**src/rtl/nav_pkg.sv**
```systemverilog
// Shared types and step-legality helpers for the robot navigation controller.
package nav_pkg;

    localparam int K_DEF = 2;

    typedef enum logic [2:0] {
        S_IDLE,
        S_NAV,
        S_WAIT,
        S_DONE,
        S_FAULT
    } state_t;

    typedef enum logic [1:0] {
        DIR_UP,
        DIR_DOWN,
        DIR_LEFT,
        DIR_RIGHT
    } dir_t;

    // Up increments y, right increments x; grid is 0..3k-1 on both axes.
    function automatic logic in_grid(input int x, input int y, input dir_t d, input int k);
        logic ok;
        case (d)
            DIR_UP:   ok = (y + 1 <= 3 * k - 1);
            DIR_DOWN: ok = (y >= 1);
            DIR_LEFT: ok = (x >= 1);
            default:  ok = (x + 1 <= 3 * k - 1);
        endcase
        return ok;
    endfunction

    // Wall A closes column k-1/k below row 2k; wall B closes column 2k-1/2k from row 2k up.
    function automatic logic wall_ok(input int x, input int y, input dir_t d, input int k);
        logic ok;
        case (d)
            DIR_RIGHT: ok = !(((x == k - 1) && (y < 2 * k)) || ((x == 2 * k - 1) && (y >= 2 * k)));
            DIR_LEFT:  ok = !(((x == k) && (y < 2 * k)) || ((x == 2 * k) && (y >= 2 * k)));
            default:   ok = 1'b1;
        endcase
        return ok;
    endfunction

endpackage

```
**src/rtl/nav_step_sel.sv**
```systemverilog
// Combinational next-step chooser: horizontal first, detouring vertically around the walls.
module nav_step_sel
    import nav_pkg::*;
#(
    parameter int K       = K_DEF,
    parameter int COORD_W = 4
) (
    input  logic [COORD_W-1:0] i_pos_x,
    input  logic [COORD_W-1:0] i_pos_y,
    input  logic [COORD_W-1:0] i_goal_x,
    input  logic [COORD_W-1:0] i_goal_y,
    output logic [1:0]         o_dir,
    output logic               o_legal,
    output logic               o_at_goal,
    output logic [COORD_W-1:0] o_tgt_x,
    output logic [COORD_W-1:0] o_tgt_y
);

    dir_t w_dir;
    dir_t w_h_dir;
    int   w_x;
    int   w_y;
    logic w_at_goal;

    assign w_x = int'(i_pos_x);
    assign w_y = int'(i_pos_y);

    always_comb begin
        w_h_dir   = (i_goal_x > i_pos_x) ? DIR_RIGHT : DIR_LEFT;
        w_dir     = DIR_UP;
        w_at_goal = 1'b0;
        if (i_pos_x != i_goal_x) begin
            if (in_grid(w_x, w_y, w_h_dir, K) && wall_ok(w_x, w_y, w_h_dir, K))
                w_dir = w_h_dir;
            // Blocked crossing: wall A opens above, wall B opens below.
            else if (((w_h_dir == DIR_RIGHT) ? w_x : w_x - 1) == K - 1)
                w_dir = DIR_UP;
            else
                w_dir = DIR_DOWN;
        end else if (i_pos_y != i_goal_y) begin
            w_dir = (i_goal_y > i_pos_y) ? DIR_UP : DIR_DOWN;
        end else begin
            w_at_goal = 1'b1;
        end
    end

    always_comb begin
        o_tgt_x = i_pos_x;
        o_tgt_y = i_pos_y;
        case (w_dir)
            DIR_UP:   o_tgt_y = i_pos_y + COORD_W'(1);
            DIR_DOWN: o_tgt_y = i_pos_y - COORD_W'(1);
            DIR_LEFT: o_tgt_x = i_pos_x - COORD_W'(1);
            default:  o_tgt_x = i_pos_x + COORD_W'(1);
        endcase
    end

    assign o_dir     = w_dir;
    assign o_at_goal = w_at_goal;
    assign o_legal   = !w_at_goal && in_grid(w_x, w_y, w_dir, K) && wall_ok(w_x, w_y, w_dir, K);

endmodule

```
**src/rtl/robot_nav_ctrl.sv**
```systemverilog
// Closed-loop robot driver: goal handshake, shadow position, one move per cycle with obstacle exclusion.
// Define NAV_OBS_AVOID_EN to add the target-cell obstacle WAIT state and abort.
module robot_nav_ctrl
    import nav_pkg::*;
#(
    parameter int K        = K_DEF,
    parameter int COORD_W  = 4,
    parameter int WAIT_MAX = 7
) (
    input  logic               i_clk,
    input  logic               i_rst,
    input  logic               i_run,
    input  logic               i_goal_valid,
    output logic               o_goal_ready,
    input  logic [COORD_W-1:0] i_goal_x,
    input  logic [COORD_W-1:0] i_goal_y,
    input  logic               i_obs_active,
    input  logic [COORD_W-1:0] i_obs_x,
    input  logic [COORD_W-1:0] i_obs_y,
    input  logic               i_err,
    output logic               o_move_robot,
    output logic               o_ctl_up,
    output logic               o_ctl_down,
    output logic               o_ctl_left,
    output logic               o_ctl_right,
    output logic [COORD_W-1:0] o_pos_x,
    output logic [COORD_W-1:0] o_pos_y,
    output logic               o_busy,
    output logic               o_done,
    output logic               o_abort,
    output logic               o_goal_err,
    output logic               o_fault
);

    localparam logic [COORD_W-1:0] MAX_C = COORD_W'(3 * K - 1);

    state_t             r_state;
    state_t             w_next;
    logic               r_run;
    logic [COORD_W-1:0] r_pos_x;
    logic [COORD_W-1:0] r_pos_y;
    logic [COORD_W-1:0] r_goal_x;
    logic [COORD_W-1:0] r_goal_y;
    logic [1:0]         w_dir_raw;
    dir_t               w_dir;
    logic               w_legal;
    logic               w_at_goal;
    logic [COORD_W-1:0] w_tgt_x;
    logic [COORD_W-1:0] w_tgt_y;
    logic               w_accept;
    logic               w_goal_bad;
    logic               w_tgt_obs;
    logic               w_tgt_is_goal;
    logic               w_move;
    logic               w_wait_expired;

    nav_step_sel #(.K(K), .COORD_W(COORD_W)) u_step (
        .i_pos_x   (r_pos_x),
        .i_pos_y   (r_pos_y),
        .i_goal_x  (r_goal_x),
        .i_goal_y  (r_goal_y),
        .o_dir     (w_dir_raw),
        .o_legal   (w_legal),
        .o_at_goal (w_at_goal),
        .o_tgt_x   (w_tgt_x),
        .o_tgt_y   (w_tgt_y)
    );

    assign w_dir         = dir_t'(w_dir_raw);
    assign w_goal_bad    = (i_goal_x > MAX_C) || (i_goal_y > MAX_C);
    assign w_accept      = i_goal_valid && r_run && (r_state == S_IDLE);
    assign w_tgt_is_goal = (w_tgt_x == r_goal_x) && (w_tgt_y == r_goal_y);
    // Exclusion inputs gate the request combinationally so it drops in the same cycle.
    assign w_move        = (r_state == S_NAV) && w_legal && !w_tgt_obs && !i_obs_active && !i_err;

`ifdef NAV_OBS_AVOID_EN
    localparam int CNT_W = $clog2(WAIT_MAX + 1);
    logic [CNT_W-1:0] r_cnt;

    assign w_tgt_obs      = w_legal && (w_tgt_x == i_obs_x) && (w_tgt_y == i_obs_y);
    assign w_wait_expired = (r_state == S_WAIT) && (r_cnt == CNT_W'(WAIT_MAX));

    // The NAV cycle that first sees the blockage counts as blocked cycle one.
    always_ff @(posedge i_clk or posedge i_rst) begin
        if (i_rst)
            r_cnt <= '0;
        else if (w_next != S_WAIT)
            r_cnt <= '0;
        else if (r_state != S_WAIT)
            r_cnt <= CNT_W'(1);
        else if (!i_obs_active)
            r_cnt <= r_cnt + CNT_W'(1);
    end
`else
    logic w_unused_obs;
    assign w_tgt_obs      = 1'b0;
    assign w_wait_expired = 1'b0;
    assign w_unused_obs   = (^{i_obs_x, i_obs_y}) ^ (WAIT_MAX == 0);
`endif

    always_ff @(posedge i_clk or posedge i_rst) begin
        if (i_rst)
            r_state <= S_IDLE;
        else
            r_state <= w_next;
    end

    always_comb begin
        w_next = r_state;
        case (r_state)
            S_IDLE: begin
                if (w_accept && !w_goal_bad)
                    w_next = ((i_goal_x == r_pos_x) && (i_goal_y == r_pos_y)) ? S_DONE : S_NAV;
            end
            S_NAV: begin
                if (w_at_goal || (w_move && w_tgt_is_goal))
                    w_next = S_DONE;
                else if (w_tgt_obs && !i_obs_active)
                    w_next = S_WAIT;
            end
`ifdef NAV_OBS_AVOID_EN
            S_WAIT: begin
                if (w_wait_expired)
                    w_next = S_IDLE;
                else if (!i_obs_active && !w_tgt_obs)
                    w_next = S_NAV;
            end
`endif
            S_DONE:  w_next = S_IDLE;
            S_FAULT: w_next = S_FAULT;
            default: w_next = S_IDLE;
        endcase
        if (i_err)
            w_next = S_FAULT;
    end

    always_ff @(posedge i_clk or posedge i_rst) begin
        if (i_rst) begin
            r_run    <= 1'b0;
            r_pos_x  <= '0;
            r_pos_y  <= '0;
            r_goal_x <= '0;
            r_goal_y <= '0;
        end else begin
            if (i_run)
                r_run <= 1'b1;
            if (w_accept && !w_goal_bad) begin
                r_goal_x <= i_goal_x;
                r_goal_y <= i_goal_y;
            end
            if (w_move) begin
                r_pos_x <= w_tgt_x;
                r_pos_y <= w_tgt_y;
            end
        end
    end

    always_comb begin
        o_goal_ready = r_run && (r_state == S_IDLE);
        o_move_robot = w_move;
        o_ctl_up     = w_move && (w_dir == DIR_UP);
        o_ctl_down   = w_move && (w_dir == DIR_DOWN);
        o_ctl_left   = w_move && (w_dir == DIR_LEFT);
        o_ctl_right  = w_move && (w_dir == DIR_RIGHT);
        o_busy       = (r_state == S_NAV) || (r_state == S_WAIT);
        o_done       = (r_state == S_DONE);
        o_abort      = w_wait_expired;
        o_goal_err   = w_accept && w_goal_bad;
        o_fault      = (r_state == S_FAULT);
    end

    assign o_pos_x = r_pos_x;
    assign o_pos_y = r_pos_y;

endmodule

```
**config.mk**
```make
export PLATFORM = sky130hd
export DESIGN_NAME = robot_nav_ctrl
export DESIGN_NICKNAME = d
export VERILOG_FILES = /design/src/rtl/nav_pkg.sv /design/src/rtl/nav_step_sel.sv /design/src/rtl/robot_nav_ctrl.sv
export SDC_FILE = /design/constraint.sdc
export NUM_CORES = 1
export LEC_CHECK = 0
export ABC_AREA = 0
export CAP_MARGIN = 25
export CORE_AREA = 2 2 82 68
export CTS_CLUSTER_DIAMETER = 200
export DETAILED_ROUTE_END_ITERATION = 6
export DIE_AREA = 0 0 84 70
export MAX_ROUTING_LAYER = met4
export PLACE_DENSITY = 0.79
export SYNTH_ARGS = -nofsm -noshare
export SYNTH_HDL_FRONTEND = slang
export SYNTH_SLANG_ARGS = --single-unit
```
**constraint.sdc**
```tcl
create_clock -name i_clk -period 3.9 [get_ports i_clk]
set_input_delay 0.78 -clock i_clk [delete_from_list [all_inputs] [get_ports i_clk]]
set_output_delay 0.78 -clock i_clk [all_outputs]
set_load 0.01 [all_outputs]
```
==> impl_results.md, run 1 <==
* Cells after Synth at 216
* Routed wire length at 5217 um
* Top FF cell, synth: dfrtp_1
* WL/cell at 15.17 um
* Netlist cell types at 56
* Die width at 84 um
* Share of cells above drive strength 1 at 27.96%
* Synth Area in XOR/XNOR at 11.35%
* Initial Utilization at 38.63%
* Crit path max fanout at 3
* VDD IR-drop max at 0.2126 mV
* Synthesized Nets at 258
* Pin count of the biggest net entering global routing at 21
* Root buf cell: clkbuf_8
* Finish-stage setup viols at 0
* Antenna violations before repair at 0
* Main combinational cell family by area after synthesis: compound AO/OA/AOI/OAI gates
* Total negative slack at 0 ns
* Simple-gate area share of the yosys netlist at 18.52%
* Number of max-slew violations in the final report at 0
* Synth Area in Compound Gates at 18.64%
* Leakage at 0.001240 uW
* Most frequent cells in the layout: buf_4, clkdlybuf4s50_1, xnor2_1, ha_1, dfrtp_1
* Synthesized cell area at 2007 um^2
* Max cap viols at 0
* Inserted Clock Buffers at 3
* Nets at 322
* Pwr/cell area at 203.0 nW/um^2
* Clk_lat worst skew at 0.27 ns
* Finished Core Util at 52.43%
* Worst-margin pin slew at 0.7965 ns
* Die span in y at 70 um
* DIE AREA at 5880 um^2
* Pint at 409.5 uW
* H-tree depth at 1
* Most area-hungry cell type in the Yosys netlist: dfrtp_1
* Top post-synthesis cells by area: dfrtp_1, ha_1, xnor2_1
* Achievable Freq at 0.2626 GHz
* Sink Count at 20
* Post-synth ARST share at 100.0%
* Arrival time at the worst endpoint at 3.03 ns
* Worst Setup SP: o_pos_x[2]
* Switching pwr at 143.3 uW
* Final instance area at 2724 um^2
* Port Buffers at 31
* Sequential Power Share at 38.4%
* Sequential share of the synthesized area at 24.94%
* Worst Clk Skew at 0.01242 ns
* Vias in the first global route at 1877
* Clock Path Buffers at 2
* Top-area cell type share of the netlist area at 24.94%
* Average vias per placed instance at 5.445
* Post-DP HPWL at 4062 um
* Total track usage at 18.08%
* R2R Path Start: o_pos_x[2]
* Mapped Avg Cell Area at 9.291 um^2
* Status: finished clean
* Commonest non-fill, non-tap cell in the layout: buf_4
* CP Class: flip-flop to output port
* Clock power frac at 38.7%
* First drt pass iteration count at 4
* Post-DP Area at 2619 um^2
* Site row count at 24
* Flops & latches, synth at 20
* GP Congestion at 0.8483
* Via count at 1873
* Worst-path clk slew at 0.09 ns
* Final Hold Viols at 0
* ANT cells at 0
* Io pins at 41
* Logic pwr share at 22.9%
* Detail Route Antenna Nets at 0
* EDFF count, synth at 0
* RSZ-0062 raised after global routing: no
* Worst hold path type: flip-flop to flip-flop
* Synthesis-to-layout area growth at 35.72%
* Setup crit start kind: flip-flop
* Fin crit period at 3.808 ns
* CTS tree: yes
* Remaining DRCs at 0
* CP Capture Type: output port
* Mux contribution to synthesized area at 7.419%
* Data required, critical path at 3.12 ns
* Core area at 5195 um^2
* Switching share of power at 25.92%
* Grt ovf at 0
* First-pass GRT wire length at 8576 um
* Final period util at 97.65%
* Post-Synth Adder-Cell Area at 12.84%
* HP Start: r_run
* Rel. slew slack at 46.84%
* Synth Warn # at 0
* 1st-iter DRT viols at 61
## cell type report
class	instances	area [um^2]
Clock buffer	3	41.29
Clock inverter	1	30.03
Fill cell	469	2471
Inverter	17	63.81
Multi-Input combinational cell	168	1409
Sequential cell	20	503.0
Tap cell	65	81.33
Timing Repair Buffer	70	595.6
## worst max-delay path, stage by stage, from the launching register on
cell and delay (ns):
dfrtp_1 0.40, inv_2 0.09, ha_4 0.21, a21o_1 0.19, a211o_1 0.32, o41ai_4 0.42
o32ai_4 0.15, mux2_4 0.33, or3_4 0.34, and2b_2 0.21, clkbuf_2 0.12
## path summary, 6_finish.rpt
| kind | to | slack (ns) | cells past startpoint |
|---|---|---|---|
| max | o_ctl_down | 0.09 | 10 |
| min reg2reg | r_run | 0.48 | 1 |
| max reg2reg | r_state[1] | 0.39 | 17 |
| max in group asynchronous | o_pos_x[1] | 2.38 | 2 |
| min | r_run | 0.48 | 1 |
| min in group asynchronous | o_pos_y[3] | 0.96 | 2 |
## kinds of logic (layout without fill, tap and decap cells)
| group | Yosys count | in the layout |
|---|---|---|
| and+or+nand+nor | 64 | 64 |
| AOI/OAI and AO/OA | 44 | 44 |
| buffers and inverters | 28 | 91 |
| xor gates and xnor gates | 26 | 26 |
| adders and majority gates | 20 | 20 |
| DFF | 20 | 20 |
| muxes | 13 | 13 |
| other | 1 | 1 |
## Yosys cell counts, types with 2 or more instances
library cell  instances
inv_1                17
nor3_1                5
o31ai_1               4
ha_1                 19
o221ai_1              2
clkbuf_1              4
a21bo_2               2
o211a_1               2
a21o_1                2
nand3_1               6
nor3b_1               2
xnor2_1              19
nand4_1               8
mux2_4                2
a211oi_1              3
o21a_1                2
or2_2                 4
nand2_1               9
buf_2                 5
xor2_1                7
dfrtp_1              20
or3b_2                2
and2_1                6
mux2i_1               4
mux2_2                7
o21ai_0               4
nor2_1                8
o211ai_1              5
a21oi_1               6
nor4b_1               3
nor4_1                2
## layer usage
layer / part of all wire [%] / vias to the layer above / routed length [um] / track usage (%)
met1: 47 / 916 / 2426 / 23.24
met2: 50 / 40 / 2584 / 30.76
met3: 2.2 / 10 / 114 / 1.300
met5: 0 / - / 0 / -
met4: 1.8 / 0 / 93 / 5.376
li1: - / 907 / - / -
## timing repair
action,4_1_cts,5_1_grt
buffers inserted,0,2
hold buffers,0,0
resized for setup,2,11
pin swaps,2,4
setup endpoints to repair,3,3
## registers in the layout, indices dropped and copies added (netlist names)
register	count
o_pos_x	4
r_goal_y	4
r_state	3
o_pos_y	4
r_run	1
r_goal_x	4
## power by group through the flow
stage,registers (uW),logic [uW],clock network [uW]
after CTS,212,122,214
after detailed placement,216,121,0
after global routing,213,137,221
final,212,126,214
after floorplan,218,72.0,0
after global placement,216,118,0
## metrics by stage
stage	std cells	hold slack (ns)	worst slack (ns)	total power, uW
3_5_place_dp	338	0.4537	-0.1484	337.2
4_1_cts	342	0.4732	-0.08887	548.2
6_report	344	0.4755	0.09169	552.8
2_1_floorplan	216	0.4304	0.006033	289.6
5_1_grt	344	0.5011	0.003491	571.0
3_3_place_gp	338	0.4557	-0.1045	333.8
Note: power is estimated with default switching activity, not from simulation.
==> inputs of run 2 (changes only) <==
--- a/config.mk
+++ b/config.mk
@@ -13,6 +13,7 @@
 export DIE_AREA = 0 0 84 70
 export MAX_ROUTING_LAYER = met4
 export PLACE_DENSITY = 0.79
+export SKIP_CTS_REPAIR_TIMING = 1
 export SYNTH_ARGS = -nofsm -noshare
 export SYNTH_HDL_FRONTEND = slang
 export SYNTH_SLANG_ARGS = --single-unit
==> impl_results.md, run 2 (synthesized netlist as in run 1, its figures left out) <==
* Status: finished clean
* Hold Path Depth at 1
* Achievable Freq at 0.2573 GHz
* Post-DP HPWL at 4062 um
* Detail Route Antenna Nets at 0
* Die width at 84 um
* WL/cell at 14.76 um
* RSZ-0062 raised after global routing: yes
* Most frequent cells in the layout: buf_4, clkdlybuf4s50_1, xnor2_1, ha_1, dfrtp_1
* Final Hold Viols at 0
* Die span in y at 70 um
* Antenna violations before repair at 0
* Initial Utilization at 38.63%
* First drt pass iteration count at 4
* Crit path max fanout at 3
* Finish-stage setup viols at 0
* Final period util at 99.64%
* Leakage at 0.001259 uW
* Worst-path clk slew at 0.09 ns
* Synthesis-to-layout area growth at 34.79%
* Clk_lat worst skew at 0.27 ns
* Sink Count at 20
* Grt ovf at 0
* Commonest non-fill, non-tap cell in the layout: buf_4
* Data required, critical path at 3.12 ns
* Port Buffers at 31
* H-tree depth at 1
* Average vias per placed instance at 5.442
* 1st-iter DRT viols at 87
* Vias in the first global route at 1877
* Nets at 320
* Io pins at 41
* Pwr/cell area at 202.7 nW/um^2
* CP Class: flip-flop to output port
* HP Start: r_run
* Reg2reg path depth at 16
* Routed wire length at 5048 um
* Critical-path top delay cell: dfrtp_1
* CP cell instances: inv_1, ha_1, and4b_1, a211o_1, o41ai_4, o32ai_4, mux2_4, or3_1, and2b_2, dlymetal6s2s_1
* Inserted Clock Buffers at 3
* DIE AREA at 5880 um^2
* Delay-heaviest family, CP: compound AO/OA/AOI/OAI gates
* Setup crit start kind: flip-flop
* Via count at 1861
* GP Congestion at 0.8483
* R2R Path Start: o_pos_x[0]
* Worst Setup SP: o_pos_x[2]
* Site row count at 24
* Worst hold path type: flip-flop to flip-flop
* Root buf cell: clkbuf_8
* Power Total at 548.3 uW
* ANT cells at 0
* Placed cells at 338
* Worst-margin pin slew at 0.7965 ns
* Max cap viols at 0
* Worst Clk Skew at 0.008830 ns
* CTS tree: yes
* Core area at 5195 um^2
* Fin crit period at 3.886 ns
* VDD IR-drop max at 0.2091 mV
* Buf/Inv on CP at 2
* Hold worst-path end: r_run
* Fin cells at 342
* Pin count of the biggest net entering global routing at 21
* Share of cells above drive strength 1 at 25.27%
* CP Capture Type: output port
* R2R Setup Slk at 0.38 ns
* Number of max-slew violations in the final report at 0
* Remaining DRCs at 0
* Total track usage at 18.08%
* Worst path max stage delay at 0.37 ns
* Reg-to-Reg End: r_state[1]
* Rel. slew slack at 46.84%
* First-pass GRT wire length at 8576 um
* Clock Path Buffers at 2
* Arrival time at the worst endpoint at 3.11 ns
==> run 2: layer usage <==
| layer | global-route usage (%) | part of all wire [%] | wire, um | vias up |
|---|---|---|---|---|
| li1 | - | - | - | 901 |
| met1 | 23.24 | 46 | 2324 | 899 |
| met2 | 30.76 | 49 | 2489 | 55 |
| met3 | 1.300 | 3.4 | 174 | 6 |
| met4 | 5.376 | 1.2 | 59 | 0 |
| met5 | - | 0 | 0 | - |
==> run 2: area by class of cell <==
type,instances,area (um^2)
clock buffers,3,41.29
flip-flops and latches,20,501.7
repair buffers,68,595.6
clock inverters,1,30.03
fillers,474,2490
inverters,17,63.81
multi-input cells,168,1391
well taps,65,81.33
==> run 2: worst max-delay path by stage <==
stage                 end  slack [ns]  depth (start not counted)
3_5_place_dp   o_ctl_down       -0.15                         10
5_1_grt        o_ctl_down       -0.09                         10
2_1_floorplan  o_ctl_down       0.006                         11
6_report       o_ctl_down        0.01                         10
3_3_place_gp   o_ctl_down       -0.10                         10
4_1_cts        o_ctl_down       -0.44                         10
==> run 2: metrics by stage <==
stage	setup WS, ns	hold WS [ns]	setup TNS (ns)	utilization [%]	instance area [um^2]
floorplan	0.006033	0.4304	0	-	2021
global placement	-0.1045	0.4557	-0.1045	50.41	2619
detailed placement	-0.1484	0.4537	-0.1926	50.41	2619
CTS	-0.4420	0.4732	-0.9546	51.78	2690
global route	-0.09264	0.5011	-0.09264	52.07	2705
finish	0.01403	0.4749	0	52.07	2705
==> run 2: report_power, final <==
part	switching, uW	internal [uW]	total (uW)
Clock	75.9	137	213
Sequential	2.29	210	212
Combinational	62.6	60.5	123
